--- src/rtl/instr_l1_refill_if.sv ---
`default_nettype none
// ============================================================================
//  Module      : instr_l1_refill_if
//  Description : Bundle of the refill engine's fetch-side, memory-side and
//                L1-write-side signals. The master modport is the refill
//                engine; the slave modport is its surroundings.
//  Revision    : 1.0 - initial release
// ============================================================================
interface instr_l1_refill_if #(
  parameter int ADDR_WIDTH = 14,
  parameter int DATA_WIDTH = 32
);
  // Fetch side
  logic                  miss_valid;
  logic [ADDR_WIDTH-1:0] miss_addr;
  logic                  busy;
  logic                  done;
  // Next-level memory read channel
  logic                  mem_req;
  logic [ADDR_WIDTH-1:0] mem_addr;
  logic                  mem_ready;
  logic                  mem_rvalid;
  logic [DATA_WIDTH-1:0] mem_rdata;
  // L1 line-write port
  logic                  l1_we;
  logic [ADDR_WIDTH-1:0] l1_addr;
  logic [DATA_WIDTH-1:0] l1_data;

  modport master (
    input  miss_valid, miss_addr, mem_ready, mem_rvalid, mem_rdata,
    output busy, done, mem_req, mem_addr, l1_we, l1_addr, l1_data
  );

  modport slave (
    output miss_valid, miss_addr, mem_ready, mem_rvalid, mem_rdata,
    input  busy, done, mem_req, mem_addr, l1_we, l1_addr, l1_data
  );
endinterface
`default_nettype wire

--- src/rtl/instr_l1_refill.sv ---
`default_nettype none
// ============================================================================
//  Module      : instr_l1_refill
//  Description : Instruction L1 line-fill engine. On a miss it requests every
//                word of the line (word 0 first) from the next memory level
//                and writes each in-order response into the L1, pulsing done
//                together with the last write.
//  Revision    : 1.0 - initial release
// ============================================================================
module instr_l1_refill #(
  parameter int ADDR_WIDTH     = 14,
  parameter int DATA_WIDTH     = 32,
  parameter int OFFSET_WIDTH   = 5,
  parameter int WORDS_PER_LINE = 8
) (
  input  wire logic           clk,
  input  wire logic           reset,   // asynchronous, active-low
  instr_l1_refill_if.master   rf
);

  localparam int LINE_W = ADDR_WIDTH - OFFSET_WIDTH;
  localparam int CNT_W  = $clog2(WORDS_PER_LINE) + 1;

  localparam logic [CNT_W-1:0] c_ONE      = CNT_W'(1);
  localparam logic [CNT_W-1:0] c_LAST_IDX = CNT_W'(WORDS_PER_LINE - 1);
  localparam logic [CNT_W-1:0] c_WORDS    = CNT_W'(WORDS_PER_LINE);

  typedef enum logic [1:0] {
    S_IDLE = 2'd0,
    S_REQ  = 2'd1,
    S_WAIT = 2'd2
  } state_t;

  state_t                r_state;
  logic [LINE_W-1:0]     r_line;
  logic [CNT_W-1:0]      r_req_cnt;
  logic [CNT_W-1:0]      r_rsp_cnt;
  logic                  r_busy;
  logic                  r_done;
  logic                  r_mem_req;
  logic [ADDR_WIDTH-1:0] r_mem_addr;
  logic                  r_l1_we;
  logic [ADDR_WIDTH-1:0] r_l1_addr;
  logic [DATA_WIDTH-1:0] r_l1_data;

  // Word offset bits of the miss address never matter: fills start at word 0.
  wire logic w_unused_offset = ^rf.miss_addr[OFFSET_WIDTH-1:0];

  // A response is taken only during a fill and only until the line is complete.
  wire logic w_rsp_take = (r_state != S_IDLE) && rf.mem_rvalid && (r_rsp_cnt != c_WORDS);

  // Word address inside the current line; the counter is zero-extended into
  // the offset field so offset bits above the word index stay zero.
  function automatic logic [ADDR_WIDTH-1:0] f_word_addr(input logic [LINE_W-1:0] line,
                                                        input logic [CNT_W-1:0]  idx);
    return {line, OFFSET_WIDTH'(idx)};
  endfunction

  // Fill sequencer: request issue, response capture into the L1 write port,
  // and completion. All outputs are registered.
  always_ff @(posedge clk or negedge reset) begin
    if (!reset) begin
      r_state    <= S_IDLE;
      r_line     <= '0;
      r_req_cnt  <= '0;
      r_rsp_cnt  <= '0;
      r_busy     <= 1'b0;
      r_done     <= 1'b0;
      r_mem_req  <= 1'b0;
      r_mem_addr <= '0;
      r_l1_we    <= 1'b0;
      r_l1_addr  <= '0;
      r_l1_data  <= '0;
    end else begin
      r_l1_we <= 1'b0;
      r_done  <= 1'b0;

      case (r_state)
        S_IDLE: begin
          if (rf.miss_valid) begin
            r_line     <= rf.miss_addr[ADDR_WIDTH-1:OFFSET_WIDTH];
            r_req_cnt  <= '0;
            r_rsp_cnt  <= '0;
            r_busy     <= 1'b1;
            r_mem_req  <= 1'b1;
            r_mem_addr <= f_word_addr(rf.miss_addr[ADDR_WIDTH-1:OFFSET_WIDTH], '0);
            r_state    <= S_REQ;
          end
        end
        S_REQ: begin
          // Request and address hold until the memory accepts them.
          if (r_mem_req && rf.mem_ready) begin
            r_req_cnt <= r_req_cnt + c_ONE;
            if (r_req_cnt == c_LAST_IDX) begin
              r_mem_req <= 1'b0;
              r_state   <= S_WAIT;
            end else begin
              r_mem_addr <= f_word_addr(r_line, r_req_cnt + c_ONE);
            end
          end
        end
        S_WAIT: begin
        end
        default: r_state <= S_IDLE;
      endcase

      // Responses arrive in request order, so rsp_cnt names the word.
      if (w_rsp_take) begin
        r_l1_we   <= 1'b1;
        r_l1_addr <= f_word_addr(r_line, r_rsp_cnt);
        r_l1_data <= rf.mem_rdata;
        r_rsp_cnt <= r_rsp_cnt + c_ONE;
        if (r_rsp_cnt == c_LAST_IDX) begin
          r_done <= 1'b1;
        end
      end

      // The final write cycle ends the fill; busy covers that write.
      if (r_done) begin
        r_state   <= S_IDLE;
        r_busy    <= 1'b0;
        r_mem_req <= 1'b0;
      end
    end
  end

  assign rf.busy     = r_busy;
  assign rf.done     = r_done;
  assign rf.mem_req  = r_mem_req;
  assign rf.mem_addr = r_mem_addr;
  assign rf.l1_we    = r_l1_we;
  assign rf.l1_addr  = r_l1_addr;
  assign rf.l1_data  = r_l1_data;

endmodule
`default_nettype wire

--- src/flat_wrapper.sv ---
// flat-port wrapper written by rule: the top's interface ports become plain ports
module instr_l1_refill_flat 
#(
  parameter int ADDR_WIDTH     = 14,
  parameter int DATA_WIDTH     = 32,
  parameter int OFFSET_WIDTH   = 5,
  parameter int WORDS_PER_LINE = 8
)
  (clk, reset, rf_miss_valid, rf_miss_addr, rf_mem_ready, rf_mem_rvalid, rf_mem_rdata, rf_busy, rf_done, rf_mem_req, rf_mem_addr, rf_l1_we, rf_l1_addr, rf_l1_data);
  instr_l1_refill_if #(.ADDR_WIDTH(ADDR_WIDTH), .DATA_WIDTH(DATA_WIDTH)) rf_i ();
  input  wire logic clk;
  input  wire logic reset;
  input wire logic [$bits(rf_i.miss_valid)-1:0] rf_miss_valid;
  input wire logic [$bits(rf_i.miss_addr)-1:0] rf_miss_addr;
  input wire logic [$bits(rf_i.mem_ready)-1:0] rf_mem_ready;
  input wire logic [$bits(rf_i.mem_rvalid)-1:0] rf_mem_rvalid;
  input wire logic [$bits(rf_i.mem_rdata)-1:0] rf_mem_rdata;
  output wire logic [$bits(rf_i.busy)-1:0] rf_busy;
  output wire logic [$bits(rf_i.done)-1:0] rf_done;
  output wire logic [$bits(rf_i.mem_req)-1:0] rf_mem_req;
  output wire logic [$bits(rf_i.mem_addr)-1:0] rf_mem_addr;
  output wire logic [$bits(rf_i.l1_we)-1:0] rf_l1_we;
  output wire logic [$bits(rf_i.l1_addr)-1:0] rf_l1_addr;
  output wire logic [$bits(rf_i.l1_data)-1:0] rf_l1_data;
  assign rf_i.miss_valid = rf_miss_valid;
  assign rf_i.miss_addr = rf_miss_addr;
  assign rf_i.mem_ready = rf_mem_ready;
  assign rf_i.mem_rvalid = rf_mem_rvalid;
  assign rf_i.mem_rdata = rf_mem_rdata;
  assign rf_busy = rf_i.busy;
  assign rf_done = rf_i.done;
  assign rf_mem_req = rf_i.mem_req;
  assign rf_mem_addr = rf_i.mem_addr;
  assign rf_l1_we = rf_i.l1_we;
  assign rf_l1_addr = rf_i.l1_addr;
  assign rf_l1_data = rf_i.l1_data;
  instr_l1_refill #(.ADDR_WIDTH(ADDR_WIDTH), .DATA_WIDTH(DATA_WIDTH), .OFFSET_WIDTH(OFFSET_WIDTH), .WORDS_PER_LINE(WORDS_PER_LINE)) u_core (.clk(clk), .reset(reset), .rf(rf_i));
endmodule
--- config.mk ---
export PLATFORM = sky130hd
export DESIGN_NAME = instr_l1_refill_flat
export DESIGN_NICKNAME = d
export VERILOG_FILES = /design/src/rtl/instr_l1_refill_if.sv /design/src/rtl/instr_l1_refill.sv /design/src/flat_wrapper.sv
export SDC_FILE = /design/constraint.sdc
export NUM_CORES = 1
export LEC_CHECK = 0
export CAP_MARGIN = 15
export CORE_MARGIN = 2
export CORE_UTILIZATION = 49
export DETAILED_ROUTE_END_ITERATION = 7
export PLACE_DENSITY = 0.85
export SLEW_MARGIN = 5
export SYNTH_ARGS = -nofsm -noshare
export SYNTH_HDL_FRONTEND = slang
export SYNTH_SLANG_ARGS = --single-unit
--- constraint.sdc ---
create_clock -name clk -period 5.1 [get_ports clk]
set_input_delay 1.53 -clock clk [delete_from_list [all_inputs] [get_ports clk]]
set_output_delay 1.53 -clock clk [all_outputs]
set_load 0.03 [all_outputs]
==> results.json, run 1 <==
{
  "status": "completed",
  "hold_violations": 0,
  "start_kind": "primary input",
  "synth_top_area_share_pct": 58.1,
  "layout-drive-gt1-share_pct": 21.1,
  "p_seq_share_pct": 35.1,
  "post_cts.repair.setup_buffers": 0,
  "p_switching_mw": 1.23,
  "wirelength_um": 7710,
  "cts.htree.levels": 3,
  "post_cts_resized": 0,
  "cp.required_ns": 5.34,
  "ys_async_sr_fraction_pct": 100,
  "clockPowerShare_pct": 16.7,
  "yosys.area_share.simple_pct": 8.21,
  "synth_cell_types": 44,
  "grt_usage_pct": 20.8,
  "postCtsHoldBufs": 0,
  "critPathArrivalTime_ns": 3.54,
  "ir_drop_mv": 0.326,
  "wl_per_cell_um": 17.1,
  "reg2reg_from": "u_core.r_state[1]",
  "cts-root-buf": "clkbuf_8",
  "place_area_um2": 4570,
  "antenna_cells": 0,
  "r2r_end": "u_core.rf.l1_data[9]",
  "io-pin-count": 115,
  "die-area_um2": 7810,
  "yosysWarnings": 0,
  "gp_congestion": 0.781,
  "numPortBuffers": 107,
  "setup_violations": 0,
  "clk_latency_ns": 0.35,
  "p_leak_nw": 2.06,
  "finalPower_mw": 3.15,
  "powerDensity_nw_per_um2": 657,
  "synth-edff-count": 0,
  "yosys.area.top_type": "dfrtp_1",
  "crit_fanout": 38,
  "final_area_um2": 4800,
  "fin_crit_ns": 3.30,
  "hp-class": "register to register",
  "maxCapViolCount": 0,
  "relSlewSlack_pct": 26.2,
  "yosys.area_share.xor_xnor_pct": 0.251,
  "hold_ws_ns": 0.494,
  "synth_area_leaders": "dfrtp_1 (58%), mux2_2 (12%), mux2_4 (6.5%)",
  "clkSlewWorstSetupHoldPaths_ns": 0.09,
  "die_h_um": 88.4,
  "drv_slew": 0,
  "synth.area.mux_share_pct": 18.7,
  "postSynthAreaPerCell_um2": 14.0,
  "p_sw_share_pct": 39.1,
  "crit_chain": "clkdlybuf4s50_1 -> o21a_4 -> nand2_4 -> inv_2 -> mux2_2",
  "grt-ovfl-total": 0,
  "fin_skew_ns": 0.0124,
  "critical-path-slowest-cell": "inv_2",
  "grt_max_degree": 82,
  "synth.ff_latch_count": 81,
  "layout_common_cells": "clkdlybuf4s50_1 (106), dfrtp_1 (81), mux2_2 (38)",
  "synthCells": 249,
  "first_pass_iters": 4,
  "drtAntennaViolNets": 0,
  "rsz0062_at_grt": "no",
  "nets": 405,
  "cts_sinks": 81,
  "vias_per_cell": 5.39,
  "rrSetupSlack_ns": 2.64,
  "syn_to_final_growth_pct": 37.4,
  "remaining_drc_errors": 0,
  "row_count": 30,
  "fin_crit_sh_pct": 64.7,
  "fp.dieW_um": 88.4,
  "synth_top_family_by_area": "multiplexers",
  "worstMarginPinSlew_ns": 1.11,
  "dp_hpwl_um": 5160,
  "endpoint": "u_core.rf.l1_data[9]",
  "critPathLaunch": "rf_mem_rvalid",
  "synth-compound-area-share_pct": 9.57,
  "first_iter_violations": 131,
  "mostFrequentLayoutCell": "clkdlybuf4s50_1",
  "grt_pass1_wl_um": 12200,
  "vias": 2435,
  "slowest_delay_ns": 0.72,
  "synthesis.area_um2": 3490,
  "finalSetupTns_ns": 0,
  "cts_tree": "done",
  "combPwrFrac_pct": 48.2,
  "synth-adder-area-share_pct": 1.08,
  "fmax_mhz": 303,
  "antenna_found_initial": 0,
  "ys_seq_area_share_pct": 58.1,
  "critPathKind": "primary input to register",
  "start_util_pct": 51.1,
  "crit_path_end_kind": "register",
  "clockBufferDepth": 2,
  "p_int_mw": 1.92,
  "ys.flop_type": "dfrtp_1",
  "grt_pass1_vias": 2505,
  "cts_made_buffers": 9,
  "post-route-util_pct": 70.2,
  "ff2ff_path_depth": 4,
  "fp.coreArea_um2": 6830
}
-- cell type report --
type,instances,area [µm²]
Tap cell,96,120
Timing Repair Buffer,107,1070
Fill cell,496,2040
Clock inverter,7,103
Inverter,7,26.3
Multi-Input combinational cell,145,1330
Clock buffer,9,124
Sequential cell,81,2030
-- worst min path at each step --
stage	startpoint	endpoint	slack (ns)	cells after the start
2_1_floorplan	u_core.r_req_cnt[0]	u_core.rf.mem_addr[0]	0.48	1
3_3_place_gp	u_core.rf.l1_addr[3]	u_core.rf.l1_addr[3]	0.48	1
3_5_place_dp	u_core.rf.mem_addr[3]	u_core.rf.mem_addr[3]	0.48	1
4_1_cts	u_core.rf.mem_addr[10]	u_core.rf.mem_addr[10]	0.50	1
5_1_grt	u_core.rf.mem_addr[3]	u_core.rf.mem_addr[3]	0.52	1
6_report	u_core.rf.mem_addr[10]	u_core.rf.mem_addr[10]	0.49	1
-- worst max-delay path, delay by kind of cell --
kind	cells	cell delay, ns
AND/OR/NAND/NOR	1	0.14
multiplexers	1	0.42
AO/OA/AOI/OAI	1	0.18
buffers and inverters	2	1.23
-- per-layer routing --
metal	share of wire [%]	global-route usage, %	vias to the layer above
li1	-	-	1108
met1	42	27.1	1227
met2	49	31.9	87
met3	6.4	6.72	13
met4	2.5	9.50	0
met5	0	0	-
-- logic make-up (layout without fill, tap and decap cells) --
| family | count (synthesis) | in the layout |
|---|---|---|
| flip-flops | 81 | 81 |
| multiplexers | 53 | 53 |
| AO/OA/AOI/OAI | 43 | 43 |
| AND/OR/NAND/NOR | 43 | 43 |
| buffers and inverters | 24 | 130 |
| adder cells (fa/ha/maj) | 3 | 3 |
| other | 1 | 2 |
| XOR/XNOR | 1 | 1 |
-- stage by stage --
stage,cells,worst slack (ns)
2_1_floorplan,250,2.55
3_3_place_gp,436,1.47
3_5_place_dp,436,1.43
4_1_cts,452,1.81
5_1_grt,452,1.73
6_report,452,1.80
-- cell usage after synthesis, types with 2 or more instances --
cell type,n
nand3b_1,2
mux2_4,15
nor2b_1,4
nand2_1,3
nand3_1,7
buf_2,3
ha_1,3
and3b_1,9
a22oi_1,11
a22o_1,2
buf_4,4
mux2_2,38
o21ai_0,6
nor2_1,3
inv_1,6
o2111ai_1,2
o22ai_1,2
a21oi_1,2
buf_6,4
o2bb2ai_1,11
clkbuf_1,5
nor3_1,3
nand2b_1,2
nand4_1,2
dfrtp_1,81
-- power by group through the flow --
stage	logic [mW]	clock network [mW]	registers (mW)
floorplan	0.585	0	1.48
global placement	1.50	0	1.10
detailed placement	1.52	0	1.11
CTS	1.53	0.536	1.11
global route	1.61	0.567	1.14
finish	1.52	0.527	1.10
-- sequential cells by signal, summed over array words and instances (netlist names) --
| name | count |
|---|---|
| u_core.rf.l1_we | 1 |
| u_core.rf.mem_addr | 13 |
| u_core.rf.done | 1 |
| u_core.rf.busy | 1 |
| u_core.rf.l1_addr | 13 |
| u_core.r_state | 2 |
| u_core.r_req_cnt | 4 |
| u_core.rf.mem_req | 1 |
| u_core.rf.l1_data | 32 |
| u_core.r_line | 9 |
| u_core.r_rsp_cnt | 4 |
No activity file was read; power rests on OpenSTA's default activity.
==> run 2, diff against run 1 <==
--- a/config.mk
+++ b/config.mk
@@ -7,9 +7,9 @@
 export LEC_CHECK = 0
 export CAP_MARGIN = 15
 export CORE_MARGIN = 2
-export CORE_UTILIZATION = 49
+export CORE_UTILIZATION = 41
 export DETAILED_ROUTE_END_ITERATION = 7
-export PLACE_DENSITY = 0.85
+export PLACE_DENSITY = 0.76
 export SLEW_MARGIN = 5
 export SYNTH_ARGS = -nofsm -noshare
 export SYNTH_HDL_FRONTEND = slang
==> constraint.sdc (replaced) <==
create_clock -name clk -period 2.9 [get_ports clk]
set_input_delay 0.87 -clock clk [delete_from_list [all_inputs] [get_ports clk]]
set_output_delay 0.87 -clock clk [all_outputs]
set_load 0.03 [all_outputs]
==> run 2 against run 1 <==
Global-route usage shrank 2.8 points. Combinational power grew 80%. Utilization shrank 11 points. Via count shrank 1.0%. Sequential cell count is the same. Setup slack lost 1.3 ns. Sequential power grew 76%. Clock power grew 72%. Final cell count grew 3.5%. Sequential share of layout area shrank 0.92 points. Clock skew shrank 0.0037 ns. Cell area grew 2.2%.
==> results.json, run 2 (synthesis gave the netlist of run 1 again) <==
{
  "status": "completed",
  "post-route-util_pct": 59.7,
  "fin_crit_sh_pct": 81.2,
  "p_sw_share_pct": 37.9,
  "crit_chain": "clkdlybuf4s50_1",
  "grt-ovfl-total": 0,
  "io-pin-count": 115,
  "stdcell_count": 468,
  "fin_skew_ns": 0.00867,
  "crit_path_end_kind": "output pin",
  "hold_ws_ns": 0.494,
  "holdPathEnd": "u_core.rf.mem_addr[0]",
  "wirelength_um": 7620,
  "antenna_found_initial": 0,
  "grt_pass1_vias": 2534,
  "slowest_delay_ns": 0.70,
  "powerDensity_nw_per_um2": 1140,
  "cp.required_ns": 2.03,
  "dp_hpwl_um": 5380,
  "first_pass_iters": 4,
  "relSlewSlack_pct": 42.9,
  "crit_fanout": 6,
  "nets": 414,
  "holdPathStages": 1,
  "postCtsHoldBufs": 0,
  "maxCapViolCount": 0,
  "hp-class": "register to register",
  "fmax_mhz": 425,
  "die_h_um": 96.3,
  "antenna_cells": 0,
  "grt_max_degree": 42,
  "grt_usage_pct": 18.0,
  "cts.htree.levels": 3,
  "pre_cts_ws_ns": 0.178,
  "final_area_um2": 4900,
  "vias": 2410,
  "p_switching_mw": 2.11,
  "clockBufferDepth": 2,
  "start_kind": "register",
  "grt_pass1_wl_um": 12600,
  "worst-path-buf-inv": 1,
  "critical-path-slowest-cell": "clkdlybuf4s50_1",
  "finalPower_mw": 5.57,
  "clockPowerShare_pct": 16.2,
  "syn_to_final_growth_pct": 40.5,
  "fp.dieW_um": 96.3,
  "layout_common_cells": "clkdlybuf4s50_1 (106), dfrtp_1 (81), mux2_2 (38)",
  "post_cts_resized": 0,
  "layout-drive-gt1-share_pct": 22.6,
  "clk_latency_ns": 0.34,
  "gp_congestion": 0.820,
  "rsz0062_at_grt": "no",
  "row_count": 33,
  "r2r_end": "u_core.rf.mem_addr[8]",
  "die-area_um2": 9270,
  "rrSetupSlack_ns": 0.88,
  "multi_input_area_um2": 1330,
  "place_area_um2": 4690,
  "cp_top_family": "buffers and inverters",
  "worst_slack_ns": 0.546,
  "hold_violations": 0,
  "combPwrFrac_pct": 49.0,
  "start_util_pct": 42.5,
  "wl_per_cell_um": 16.3,
  "critPathKind": "register to output pin",
  "cts_made_buffers": 9,
  "post_cts.repair.setup_buffers": 0,
  "clkSlewWorstSetupHoldPaths_ns": 0.08,
  "largest_reg_flops": 32,
  "numPortBuffers": 107,
  "fin_crit_ns": 2.35,
  "first_iter_violations": 148,
  "cts-root-buf": "clkbuf_8",
  "cts_sinks": 81,
  "finalSetupTns_ns": 0,
  "remaining_drc_errors": 0,
  "ff2ff_path_depth": 4,
  "ir_drop_mv": 0.519,
  "critPathArrivalTime_ns": 1.48,
  "fill_cells": 701,
  "place_inst": 454,
  "seqCellArea_um2": 2030,
  "p_int_mw": 3.46,
  "mostFrequentLayoutCell": "clkdlybuf4s50_1",
  "fp.coreArea_um2": 8220,
  "min_from": "u_core.rf.mem_addr[0]",
  "reg2reg_from": "u_core.r_state[0]",
  "vias_per_cell": 5.15,
  "cts_tree": "done",
  "setup_violations": 0,
  "p_leak_nw": 2.12,
  "drv_slew": 0,
  "worstMarginPinSlew_ns": 0.857,
  "drtAntennaViolNets": 0,
  "p_seq_share_pct": 34.8
}
[run 2: cell count changes in the layout (fill, tap and decap cells not counted)]
cell | previous run | this run
buf_4 | 1 | 7
buf_12 | 0 | 3
clkinvlp_4 | 3 | 0
clkbuf_8 | 9 | 11
clkinv_2 | 0 | 1
inv_6 | 1 | 0
inv_8 | 1 | 0
[run 2: cell type report]
class | count | share of cell area [%]
multi-input cells | 145 | 27.1
well taps | 105 | 2.68
flip-flops and latches | 81 | 41.3
repair buffers | 116 | 23.9
inverters | 7 | 0.536
clock inverters | 3 | 1.33
clock buffers | 11 | 3.09
[run 2: power groups by stage]
stage,sequential [mW],clock [mW],combinational (mW)
after floorplan,2.60,0,1.03
after global placement,1.93,0,2.70
after detailed placement,1.96,0,2.75
after CTS,1.94,0.928,2.76
after global routing,2.01,0.977,2.91
final,1.94,0.906,2.73
[run 2: routing by layer]
layer  share of wire, %  global-route usage [%]  wire length (µm)
met3                7.9                    6.58               600
met4               0.58                    4.05                44
met1                 43                    23.5              3280
met5                  0                       0                 0
met2                 48                    28.8              3690
[run 2: how the worst max path moves through the flow]
stage	cells after the start	startpoint	slack, ns	endpoint
2_1_floorplan	4	rf_miss_valid	1.01	u_core.r_line[3]
3_3_place_gp	5	rf_mem_ready	0.22	u_core.rf.mem_addr[9]
3_5_place_dp	5	rf_mem_ready	0.18	u_core.rf.mem_addr[9]
6_report	1	u_core.rf.mem_req	0.55	rf_mem_req
5_1_grt	5	rf_mem_ready	0.42	u_core.rf.mem_addr[8]
4_1_cts	1	u_core.rf.mem_req	0.53	rf_mem_req
==> run 3, diff against run 2 <==
--- a/config.mk
+++ b/config.mk
@@ -7,9 +7,9 @@
 export LEC_CHECK = 0
 export CAP_MARGIN = 15
 export CORE_MARGIN = 2
-export CORE_UTILIZATION = 41
+export CORE_UTILIZATION = 46
 export DETAILED_ROUTE_END_ITERATION = 7
-export PLACE_DENSITY = 0.76
+export PLACE_DENSITY = 0.8
 export SLEW_MARGIN = 5
 export SYNTH_ARGS = -nofsm -noshare
 export SYNTH_HDL_FRONTEND = slang
==> constraint.sdc (replaced) <==
create_clock -name clk -period 2.4 [get_ports clk]
set_input_delay 0.72 -clock clk [delete_from_list [all_inputs] [get_ports clk]]
set_output_delay 0.72 -clock clk [all_outputs]
set_load 0.03 [all_outputs]
==> run 3 against run 2 <==
Power is 22% higher. Combinational power is 23% higher. Sequential power is 21% higher. Register-to-register slack worse by 0.33 ns. Sequential share of layout area is 0.26 points lower. Die area is 10% lower. Largest power group unchanged.
==> results.json, run 3 (synthesis gave the netlist of run 1 again) <==
{
  "setup_violations": 0,
  "ir_drop_mv": 0.760,
  "r2r_end": "u_core.rf.mem_addr[1]",
  "path_depth": 1,
  "post_cts.repair.setup_buffers": 0,
  "maxCapViolCount": 0,
  "rrSetupSlack_ns": 0.55,
  "status": "completed",
  "fmax_mhz": 459,
  "gp_congestion": 0.810,
  "numPortBuffers": 107,
  "post_cts_resized": 0,
  "fp.dieW_um": 91.1,
  "start_util_pct": 47.9,
  "io-pin-count": 115,
  "globalRouteMet2Util_pct": 33.8,
  "reg2reg_from": "u_core.r_state[0]",
  "wirelength_um": 7870,
  "critPathArrivalTime_ns": 1.46,
  "cts-root-buf": "clkbuf_8",
  "antenna_found_initial": 0,
  "remaining_drc_errors": 0,
  "p_leak_nw": 2.15,
  "hold_ws_ns": 0.341,
  "clkSlewWorstSetupHoldPaths_ns": 0.08,
  "crit_chain": "clkdlybuf4s50_1",
  "cts_sinks": 81,
  "clk_latency_ns": 0.34,
  "grt_max_degree": 44,
  "rsz0062_at_grt": "no",
  "cts_tree": "done",
  "cp_top_family": "buffers and inverters",
  "slowest_delay_ns": 0.70,
  "first_pass_iters": 4,
  "crit_fanout": 6,
  "layout_common_cells": "clkdlybuf4s50_1 (106), dfrtp_1 (81), mux2_2 (38)",
  "start_kind": "register",
  "first_iter_violations": 149,
  "nets": 420,
  "mostFrequentLayoutCell": "clkdlybuf4s50_1",
  "finalPower_mw": 6.80,
  "ff2ff_path_depth": 4,
  "grt_use_met3_pct": 4.15,
  "die_h_um": 91.1,
  "grt-ovfl-total": 0,
  "fin_crit_ns": 2.18,
  "met1_usage_pct": 24.5,
  "endpoint": "rf_mem_req",
  "drv_slew": 0,
  "vias_per_cell": 5.24,
  "dp_hpwl_um": 5610,
  "critPathLaunch": "u_core.rf.mem_req",
  "die-area_um2": 8300,
  "crit_path_end_kind": "output pin",
  "worstMarginPinSlew_ns": 0.639,
  "critPathKind": "register to output pin",
  "cts_made_buffers": 9,
  "grt_pass1_vias": 2651,
  "busiest_layer": "met2",
  "worst-path-buf-inv": 1,
  "drtAntennaViolNets": 0,
  "hp-class": "primary input to async pin",
  "row_count": 31,
  "postCtsHoldBufs": 0,
  "syn_to_final_growth_pct": 41.4,
  "hold_violations": 0,
  "fill_cells": 556,
  "largest_reg_flops": 32,
  "finalSetupTns_ns": 0,
  "cts.htree.levels": 3,
  "fin_skew_ns": 0.00616,
  "fp.coreArea_um2": 7290,
  "relSlewSlack_pct": 57.4,
  "layout-drive-gt1-share_pct": 23.5,
  "grt_pass1_wl_um": 13000,
  "grt_usage_pct": 19.9,
  "critical-path-slowest-cell": "clkdlybuf4s50_1",
  "antenna_cells": 0,
  "vias": 2461,
  "fin_crit_sh_pct": 90.7,
  "wl_per_cell_um": 16.8,
  "powerDensity_nw_per_um2": 1380,
  "clockBufferDepth": 2,
  "cp.required_ns": 1.68
}
-- run 3: where the power goes --
| group | internal [mW] | switching (mW) | leakage, nW |
|---|---|---|---|
| combinational | 1.64 | 1.71 | 1.06 |
| sequential | 1.95 | 0.402 | 0.976 |
| clock | 0.645 | 0.458 | 0.111 |
| total | 4.23 | 2.57 | 2.15 |
-- run 3: worst min path at each step --
stage,start,endpoint
3_5_place_dp,u_core.rf.mem_addr[0],u_core.rf.mem_addr[0]
3_3_place_gp,u_core.rf.mem_addr[0],u_core.rf.mem_addr[0]
5_1_grt,reset,u_core.rf.l1_data[29]
6_report,reset,u_core.rf.l1_data[23]
2_1_floorplan,reset,u_core.r_line[0]
4_1_cts,reset,u_core.rf.l1_data[29]
-- run 3: final cells by class --
type	instances	area [µm²]	share of cell area (%)
well taps	99	124	2.51
flip-flops and latches	81	2030	41.1
repair buffers	122	1210	24.4
clock inverters	2	60.1	1.22
clock buffers	14	163	3.30
multi-input cells	145	1330	26.9
inverters	7	26.3	0.533
-- run 3: layer usage --
metal / vias up / wire (µm)
met2: 66 / 4020
met5: - / 0
met1: 1240 / 3380
met4: 0 / 171
li1: 1144 / -
met3: 11 / 294
-- run 3: stage by stage --
step / utilization (%) / worst slack [ns] / instances / area [µm²]
6_report: 67.7 / 0.223 / 470 / 4930
5_1_grt: 67.7 / 0.157 / 470 / 4930
4_1_cts: 67.7 / 0.202 / 470 / 4930
3_5_place_dp: 64.6 / 0.130 / 454 / 4710
3_3_place_gp: 64.6 / 0.173 / 454 / 4710
2_1_floorplan: - / 0.664 / 250 / 3490
